[src/rtl/dm_arbiter_if.sv]
// Requester-side and memory-side signals of the data-memory arbiter.
// slave = arbiter view, master = requesters + datamem view.
interface dm_arbiter_if #(
    parameter int unsigned AW = 24,
    parameter int unsigned DW = 16
) ();
    logic          cpu_req;
    logic          cpu_we;
    logic [AW-1:0] cpu_addr;
    logic [DW-1:0] cpu_wdata;
    logic [DW-1:0] cpu_rdata;
    logic          cpu_done;
    logic          cpu_stall;
    logic          dbg_req;
    logic          dbg_we;
    logic [AW-1:0] dbg_addr;
    logic [DW-1:0] dbg_wdata;
    logic [DW-1:0] dbg_rdata;
    logic          dbg_done;
    logic [1:0]    dm_en;
    logic [AW-1:0] dm_addr;
    logic [DW-1:0] dm_wdata;
    logic [DW-1:0] dm_rdata;
    logic [1:0]    owner;

    modport slave (
        input  cpu_req, cpu_we, cpu_addr, cpu_wdata,
        input  dbg_req, dbg_we, dbg_addr, dbg_wdata,
        input  dm_rdata,
        output cpu_rdata, cpu_done, cpu_stall,
        output dbg_rdata, dbg_done,
        output dm_en, dm_addr, dm_wdata, owner
    );

    modport master (
        output cpu_req, cpu_we, cpu_addr, cpu_wdata,
        output dbg_req, dbg_we, dbg_addr, dbg_wdata,
        output dm_rdata,
        input  cpu_rdata, cpu_done, cpu_stall,
        input  dbg_rdata, dbg_done,
        input  dm_en, dm_addr, dm_wdata, owner
    );
endinterface

[src/rtl/dm_arbiter.sv]
// Round-robin arbiter sharing the single-port data memory between the CPU
// load/store path and the debug/loader port, LAT memory cycles per access.
module dm_arbiter #(
    parameter int unsigned AW  = 24,
    parameter int unsigned DW  = 16,
    parameter int unsigned LAT = 1
) (
    input  logic        clk,
    input  logic        clear,
    dm_arbiter_if.slave bus
);
    localparam int unsigned   CW       = 4;
    localparam logic [CW-1:0] CNT_LOAD = CW'(LAT - 1);
    localparam logic [1:0]    EN_IDLE  = 2'b00;
    localparam logic [1:0]    EN_READ  = 2'b01;
    localparam logic [1:0]    EN_WRITE = 2'b10;

    typedef enum logic [1:0] {S_IDLE, S_ACCESS, S_DONE} state_t;
    typedef enum logic [1:0] {OWN_NONE = 2'b00, OWN_CPU = 2'b01, OWN_DBG = 2'b10} owner_t;

    state_t        state_q, state_d;
    owner_t        owner_q, owner_d;
    owner_t        last_q, last_d;
    logic [CW-1:0] cnt_q, cnt_d;
    logic [1:0]    en_q, en_d;
    logic [AW-1:0] addr_q, addr_d;
    logic [DW-1:0] wdata_q, wdata_d;
    logic [DW-1:0] cpu_rdata_q, cpu_rdata_d;
    logic [DW-1:0] dbg_rdata_q, dbg_rdata_d;
    logic          cpu_done_q, cpu_done_d;
    logic          dbg_done_q, dbg_done_d;
    logic          grant_cpu_c;

    // CPU wins when alone or on a tie after a debug access.
    assign grant_cpu_c = bus.cpu_req && (!bus.dbg_req || (last_q == OWN_DBG));

    always_comb begin
        state_d     = state_q;
        owner_d     = owner_q;
        last_d      = last_q;
        cnt_d       = cnt_q;
        en_d        = en_q;
        addr_d      = addr_q;
        wdata_d     = wdata_q;
        cpu_rdata_d = cpu_rdata_q;
        dbg_rdata_d = dbg_rdata_q;
        cpu_done_d  = 1'b0;
        dbg_done_d  = 1'b0;

        unique case (state_q)
            S_IDLE: begin
                if (grant_cpu_c) begin
                    owner_d = OWN_CPU;
                    en_d    = bus.cpu_we ? EN_WRITE : EN_READ;
                    addr_d  = bus.cpu_addr;
                    wdata_d = bus.cpu_wdata;
                end else if (bus.dbg_req) begin
                    owner_d = OWN_DBG;
                    en_d    = bus.dbg_we ? EN_WRITE : EN_READ;
                    addr_d  = bus.dbg_addr;
                    wdata_d = bus.dbg_wdata;
                end
                if (bus.cpu_req || bus.dbg_req) begin
                    state_d = S_ACCESS;
                    cnt_d   = CNT_LOAD;
                end
            end
            S_ACCESS: begin
                if (cnt_q != '0) begin
                    cnt_d = cnt_q - CW'(1);
                end else begin
                    // Last memory cycle: dm_rdata is valid now.
                    if (en_q == EN_READ) begin
                        if (owner_q == OWN_CPU) cpu_rdata_d = bus.dm_rdata;
                        else                    dbg_rdata_d = bus.dm_rdata;
                    end
                    cpu_done_d = (owner_q == OWN_CPU);
                    dbg_done_d = (owner_q == OWN_DBG);
                    last_d     = owner_q;
                    en_d       = EN_IDLE;
                    addr_d     = '0;
                    wdata_d    = '0;
                    state_d    = S_DONE;
                end
            end
            S_DONE: begin
                owner_d = OWN_NONE;
                state_d = S_IDLE;
            end
            default: begin
                state_d = S_IDLE;
            end
        endcase
    end

    always_ff @(posedge clk or negedge clear) begin
        if (!clear) begin
            state_q     <= S_IDLE;
            owner_q     <= OWN_NONE;
            last_q      <= OWN_DBG;
            cnt_q       <= '0;
            en_q        <= EN_IDLE;
            addr_q      <= '0;
            wdata_q     <= '0;
            cpu_rdata_q <= '0;
            dbg_rdata_q <= '0;
            cpu_done_q  <= 1'b0;
            dbg_done_q  <= 1'b0;
        end else begin
            state_q     <= state_d;
            owner_q     <= owner_d;
            last_q      <= last_d;
            cnt_q       <= cnt_d;
            en_q        <= en_d;
            addr_q      <= addr_d;
            wdata_q     <= wdata_d;
            cpu_rdata_q <= cpu_rdata_d;
            dbg_rdata_q <= dbg_rdata_d;
            cpu_done_q  <= cpu_done_d;
            dbg_done_q  <= dbg_done_d;
        end
    end

    assign bus.dm_en     = en_q;
    assign bus.dm_addr   = addr_q;
    assign bus.dm_wdata  = wdata_q;
    assign bus.owner     = owner_q;
    assign bus.cpu_rdata = cpu_rdata_q;
    assign bus.dbg_rdata = dbg_rdata_q;
    assign bus.cpu_done  = cpu_done_q;
    assign bus.dbg_done  = dbg_done_q;
    assign bus.cpu_stall = bus.cpu_req & ~cpu_done_q;
endmodule

[src/flat_wrapper.sv]
// flat-port wrapper written by rule: the top's interface ports become plain ports
module dm_arbiter_flat 
#(
    parameter int unsigned AW  = 24,
    parameter int unsigned DW  = 16,
    parameter int unsigned LAT = 1
)
  (clk, clear, bus_cpu_req, bus_cpu_we, bus_cpu_addr, bus_cpu_wdata, bus_dbg_req, bus_dbg_we, bus_dbg_addr, bus_dbg_wdata, bus_dm_rdata, bus_cpu_rdata, bus_cpu_done, bus_cpu_stall, bus_dbg_rdata, bus_dbg_done, bus_dm_en, bus_dm_addr, bus_dm_wdata, bus_owner);
  dm_arbiter_if #(.AW(AW), .DW(DW)) bus_i ();
  input  logic clk;
  input  logic clear;
  input wire logic [$bits(bus_i.cpu_req)-1:0] bus_cpu_req;
  input wire logic [$bits(bus_i.cpu_we)-1:0] bus_cpu_we;
  input wire logic [$bits(bus_i.cpu_addr)-1:0] bus_cpu_addr;
  input wire logic [$bits(bus_i.cpu_wdata)-1:0] bus_cpu_wdata;
  input wire logic [$bits(bus_i.dbg_req)-1:0] bus_dbg_req;
  input wire logic [$bits(bus_i.dbg_we)-1:0] bus_dbg_we;
  input wire logic [$bits(bus_i.dbg_addr)-1:0] bus_dbg_addr;
  input wire logic [$bits(bus_i.dbg_wdata)-1:0] bus_dbg_wdata;
  input wire logic [$bits(bus_i.dm_rdata)-1:0] bus_dm_rdata;
  output wire logic [$bits(bus_i.cpu_rdata)-1:0] bus_cpu_rdata;
  output wire logic [$bits(bus_i.cpu_done)-1:0] bus_cpu_done;
  output wire logic [$bits(bus_i.cpu_stall)-1:0] bus_cpu_stall;
  output wire logic [$bits(bus_i.dbg_rdata)-1:0] bus_dbg_rdata;
  output wire logic [$bits(bus_i.dbg_done)-1:0] bus_dbg_done;
  output wire logic [$bits(bus_i.dm_en)-1:0] bus_dm_en;
  output wire logic [$bits(bus_i.dm_addr)-1:0] bus_dm_addr;
  output wire logic [$bits(bus_i.dm_wdata)-1:0] bus_dm_wdata;
  output wire logic [$bits(bus_i.owner)-1:0] bus_owner;
  assign bus_i.cpu_req = bus_cpu_req;
  assign bus_i.cpu_we = bus_cpu_we;
  assign bus_i.cpu_addr = bus_cpu_addr;
  assign bus_i.cpu_wdata = bus_cpu_wdata;
  assign bus_i.dbg_req = bus_dbg_req;
  assign bus_i.dbg_we = bus_dbg_we;
  assign bus_i.dbg_addr = bus_dbg_addr;
  assign bus_i.dbg_wdata = bus_dbg_wdata;
  assign bus_i.dm_rdata = bus_dm_rdata;
  assign bus_cpu_rdata = bus_i.cpu_rdata;
  assign bus_cpu_done = bus_i.cpu_done;
  assign bus_cpu_stall = bus_i.cpu_stall;
  assign bus_dbg_rdata = bus_i.dbg_rdata;
  assign bus_dbg_done = bus_i.dbg_done;
  assign bus_dm_en = bus_i.dm_en;
  assign bus_dm_addr = bus_i.dm_addr;
  assign bus_dm_wdata = bus_i.dm_wdata;
  assign bus_owner = bus_i.owner;
  dm_arbiter #(.AW(AW), .DW(DW), .LAT(LAT)) u_core (.clk(clk), .clear(clear), .bus(bus_i));
endmodule
[config.mk]
export PLATFORM = sky130hd
export DESIGN_NAME = dm_arbiter_flat
export DESIGN_NICKNAME = d
export VERILOG_FILES = /design/src/rtl/dm_arbiter_if.sv /design/src/rtl/dm_arbiter.sv /design/src/flat_wrapper.sv
export SDC_FILE = /design/constraint.sdc
export NUM_CORES = 1
export LEC_CHECK = 0
export ABC_CLOCK_PERIOD_IN_PS = 2520
export CAP_MARGIN = 0
export CELL_PAD_IN_SITES_DETAIL_PLACEMENT = 1
export CELL_PAD_IN_SITES_GLOBAL_PLACEMENT = 2
export CORE_AREA = 2 2 124 126
export CTS_CLUSTER_DIAMETER = 60
export DETAILED_ROUTE_END_ITERATION = 8
export DIE_AREA = 0 0 126 128
export HOLD_SLACK_MARGIN = 0.1
export PLACE_DENSITY = 0.8
export SLEW_MARGIN = 20
export SYNTH_ARGS = -nofsm -noshare
export SYNTH_HDL_FRONTEND = slang
export SYNTH_SLANG_ARGS = --single-unit
[constraint.sdc]
create_clock -name clk -period 2.52 [get_ports clk]
set_input_delay 0.63 -clock clk [delete_from_list [all_inputs] [get_ports clk]]
set_output_delay 0.63 -clock clk [all_outputs]
set_load 0.03 [all_outputs]
# ---- Yosys cells after proc, flatten, opt, wreduce, memory -nomap -nowiden
# Cells that the tools add are included.
dict set report word_totals {
  latchBits 0
  regBits 86
  ram_bits 0
  rom_bits 0
  mem_count 0
}
dict set report op_classes {
  reduce_logical 15
  multipliers 0
  eq_ne 10
  bitwise 4
  n_mux 27
  addsub 1
  n_div 0
  shift 0
  order_cmp 0
}
# cell n
set ops {}
lappend ops {{$mux 24} 3}
lappend ops {{$mux 16} 3}
lappend ops {{$pmux 24 s2} 1}
lappend ops {{$pmux 16 s2} 1}
lappend ops {{$mux 2} 9}
lappend ops {{$pmux 2 s2} 3}
lappend ops {{$mux 4} 2}
lappend ops {{$pmux 4 s2} 1}
lappend ops {{$reduce_and 4->1} 2}
lappend ops {{$eq 2x1->1 const B} 3}
lappend ops {{$eq 2x2->1 const B} 3}
lappend ops {{$reduce_and 2->1} 3}
lappend ops {{$reduce_and 3->1} 2}
lappend ops {{$mux 1} 4}
lappend ops {{$ne 2x1->1 const B} 2}
lappend ops {{$reduce_bool 2->1} 2}
lappend ops {{$reduce_bool 4->1} 1}
lappend ops {{$sub 4x1->4 const B} 1}
lappend ops {{$ne 3x2->1 const B} 1}
lappend ops {{$not 1->1} 3}
lappend ops {{$logic_not 2->1} 1}
lappend ops {{$logic_or 1x1->1} 2}
lappend ops {{$ne 2x2->1 const B} 1}
lappend ops {{$and 1x1->1} 1}
lappend ops {{other kinds (2)} 2}

# ---- Longest topological paths before layout
dict set report depth {
  ltp_word 5
  ltp_mapped 7
  depth_no_buf 6
}

# ---- Worst setup path after synthesis
# OpenSTA, ideal clock, no wires.
dict set report synth_path {
  kind {register to register}
  from {register u_core.cnt_q[0]}
  to {register u_core.addr_q[0] (netlist: u_core.bus.dm_addr[0])}
  required_time_ns 2.394
  t_arrival_ns 1.780
  n_path_buf 1
  setup_time_ns 0.126
  stages_incl_launch_ff 8
  path_slack_ns 0.614
  path_cell_list {dfrtp_1 inv_1 ha_1 or3b_1 a211oi_2 buf_2 nor2b_1 a221o_1}
}
dict set report synth_via {
  elab_chain_cells 3
}
# element line_no
set synth_lines {}
lappend synth_lines {{from (decl)} dm_arbiter.sv:24} ;# logic [CW-1:0] cnt_q, cnt_d;
lappend synth_lines {{from (signal assigned)} dm_arbiter.sv:113} ;# cnt_q <= cnt_d;
lappend synth_lines {{$reduce_bool 4->1} dm_arbiter.sv:69} ;# if (cnt_q != '0) begin
lappend synth_lines {{$ne 2x2->1 (no line)} --}
lappend synth_lines {{$reduce_and 3->1 (no line)} --}
lappend synth_lines {{to (signal assigned)} dm_arbiter.sv:115} ;# addr_q <= addr_d;
lappend synth_lines {{to (decl)} dm_arbiter.sv:26} ;# logic [AW-1:0] addr_q, addr_d;
# No other way between the ends.
# A chain may end at the register's enable or synchronous reset.

# ---- Worst setup path in the final report
dict set report layout_path {
  from {input port bus_cpu_req}
  to {output port bus_cpu_stall}
}
dict set report layout_via {
  elab_chain_cells 1
}
# element line_no
set layout_lines {}
lappend layout_lines {{from (decl)} flat_wrapper.sv:12} ;# input wire logic [$bits(bus_i.cpu_req)-1:0] bus_cpu_req;
lappend layout_lines {{$and 1x1->1} dm_arbiter.sv:132} ;# assign bus.cpu_stall = bus.cpu_req & ~cpu_done_q;
lappend layout_lines {{to (decl)} flat_wrapper.sv:23} ;# output wire logic [$bits(bus_i.cpu_stall)-1:0] bus_cpu_stall;
# No other way between the ends.

==> flow_summary.ini <==
[run_status]
status = complete, no violations

[logic_synthesis]
synthCells = 268
synth_top_area_cell = dfrtp_1
yosysWarnings = 0
syn_avg_cell_area_um2 = 13.5
synthSimpleGateAreaFrac = 0.126
ys_ff_latch = 86
yosys-mux-area-fraction = 0.108
seq_area_frac_synth = 0.595
synth_fa_ha_area_frac = 0.00692
synth-xor-area-share = 0
syn_area_mm2 = 0.00362
synth_compound_area_frac = 0.137
synth_top_area_share = 0.588
ys_types = 33
synth_top_family_by_area = compound AO/OA/AOI/OAI gates
synth_nets = 372
synthTopCellsByArea = dfrtp_1, a221o_1, mux2_1, nor2b_1, o21ai_0

[global_route]
grt_pass1_wl_um = 17400
grt.overflow.total = 0
grt_max_degree = 43
grt_usage = 0.139
grt_pass1_vias = 3293
antenna_found_initial = 1

[die]
rows = 45
die_w_um = 126
start_util = 0.243
num_io_pins = 181
coreArea_mm2 = 0.0149
die_y_um = 128
die-area_mm2 = 0.0161

[sta]
worst_pin_slew_ns = 0.577
whs_ns = 0.185
hold_violations = 0
slew_viol_final = 0
fin_crit_ns = 2.17
slew_headroom = 0.612
fin_skew_ns = 0.00532
fin_tns_setup_ns = 0
min_period_over_period = 0.863
timing.fmax_mhz = 460
setup_viol = 0
rsz0062_at_grt = false

[power]
power_mw = 7.53
p_sw_mw = 3.03
netSwitchingFraction = 0.402
power_frac_comb = 0.524
power.leakage_nw = 2.51
intPower_mw = 4.50
peakVddDrop_mv = 0.361
power_density_mw_per_mm2 = 1270
p_clk_frac = 0.160
seqPwrFrac = 0.316

[detailed_routing]
firstDrtPassIters = 4
drc = 0
postRouteAntennaNets = 0
detail_route.wirelength_um = 10900
avgViaCountPerCell = 4.66
vias = 2984
drtIter0Drc = 77
wire_per_inst_um = 17.1

[worst_setup_path]
cp_slowest_cell = clkdlybuf4s50_1
cp_max_fo = 7
cp_num_buf_inv = 2
arrival_ns = 1.54
critical_path.cell_chain = clkdlybuf4s50_1, nor2b_1, buf_4
path_class = primary input to output port
worstSetupEndpointType = output port
critPathMaxStageDelay_ns = 0.59
start_kind = primary input
path_delay_family = buffers and inverters
cp_data_required_time_ns = 1.89

[finish]
nFillCells = 1592
syn_to_final_growth_pct = 64.2
nNetsFinal = 554
instances_no_fill = 640
antenna_cells = 0
drive_above_1_share = 0.0686
fin_area_mm2 = 0.00594

[placed_design]
place_inst = 627
placed_area_mm2 = 0.00568
gp_congestion = 0.785
hpwlAfterDp_um = 8150
io_buffers = 180

[clocking]
cts.clk_slew.worst_paths_ns = 0.06
cts_inserted_buffers = 9
hold_buffers = 0
insertion_delay_ns = 0.34
clock_path_buffers = 2
root_buffer = clkbuf_16
cts_sinks = 86
cts_max_level = 3
post-cts-setup-buffers = 0
cts_tree = built
cts_resized = 0

[hold_path]
hp-class = primary input to async pin

[job]
drv_cap = 0
## per-stage QoR
step / setup WS, ns / util
finish: 0.345 / 0.400
detailed placement: 0.0923 / 0.382
global placement: 0.178 / 0.382
floorplan: 0.614 / -
global route: 0.254 / 0.400
CTS: 0.313 / 0.400
## Yosys cell counts
library cell / number
dfrtp_1: 85
nor2b_1: 43
a221o_1: 40
mux2_1: 32
clkbuf_1: 8
o21ai_0: 7
buf_2: 6
nor3_1: 5
inv_1: 4
and3_1: 3
nand2_1: 3
nand2b_1: 3
nand3b_1: 3
a22o_1: 2
buf_1: 2
buf_4: 2
ha_1: 2
mux2i_1: 2
nor2_1: 2
a211oi_2: 1
a21o_1: 1
a31o_2: 1
and3b_1: 1
dfstp_2: 1
mux2_2: 1
nand3_2: 1
nand4b_4: 1
nor3_4: 1
nor3b_1: 1
nor4_1: 1
o22ai_1: 1
o2bb2ai_1: 1
or3b_1: 1
## per-layer routing
metal  vias up  wire (um)  global-route usage  part of all wire
li1       1366          -                   -                 -
met1      1452       4540               0.163              0.41
met2       140       5060               0.225              0.46
met3        24       1030              0.0538             0.094
met4         2        288              0.0679             0.026
met5         -         13                   0            0.0012
## power by group through the flow
stage / clock network (mW) / logic, mW / registers (mW)
floorplan: 0 / 1.28 / 3.36
finish: 1.20 / 3.94 / 2.38
detailed placement: 0 / 3.99 / 2.40
global placement: 0 / 3.90 / 2.38
CTS: 1.26 / 3.99 / 2.39
global route: 1.32 / 4.20 / 2.47
## cell usage in the layout, fill, tap and decap left out, types with 3 or more instances in the layout
cell,instances
clkdlybuf4s50_1,178
dfrtp_1,85
nor2b_1,43
a221o_1,40
mux2_1,32
clkbuf_16,9
buf_4,8
o21ai_0,7
nor3_1,5
inv_1,4
nand3b_1,3
nand2b_1,3
and3_1,3
nand2_1,3
buf_12,3
## sequential cells by signal (all words and copies together), names as in the netlist
signal                cells
u_core.bus.dm_wdata      16
u_core.bus.dm_en          2
u_core.bus.owner          2
u_core.bus.cpu_rdata     16
u_core.bus.dbg_rdata     16
u_core.cnt_q              4
u_core.bus.dbg_done       1
u_core.bus.dm_addr       24
u_core.last_q             2
u_core.bus.cpu_done       1
u_core.state_q            2
## cells by family after synthesis
group,Yosys count
flip-flops,86
AND/OR/NAND/NOR,69
multiplexers,35
adder cells (fa/ha/maj),2
AO/OA/AOI/OAI,54
buffers and inverters,22
## path summary, 6_finish.rpt
check                      cells past startpoint  slack, ns                  endpoint                     start
max                                            3       0.35             bus_cpu_stall               bus_cpu_req
min                                            1       0.19  u_core.bus.dbg_rdata[15]                     clear
min reg2reg                                    1       0.49  u_core.bus.cpu_rdata[12]  u_core.bus.cpu_rdata[12]
max in group asynchronous                      2       1.72     u_core.bus.dm_addr[4]                     clear
max reg2reg                                    7       0.36     u_core.bus.dm_addr[7]           u_core.cnt_q[0]
min in group clk                               1       0.49  u_core.bus.cpu_rdata[12]  u_core.bus.cpu_rdata[12]
## area by class of cell
cell class / instances / area, um^2 / share of cell area
flip-flops and latches: 86 / 2150 / 0.362
repair buffers: 189 / 1900 / 0.320
multi-input cells: 160 / 1380 / 0.231
clock buffers: 11 / 253 / 0.0425
well taps: 188 / 235 / 0.0396
inverters: 4 / 15.0 / 0.00253
clock inverters: 2 / 10.0 / 0.00168
Power figures use the tool's default switching activity.
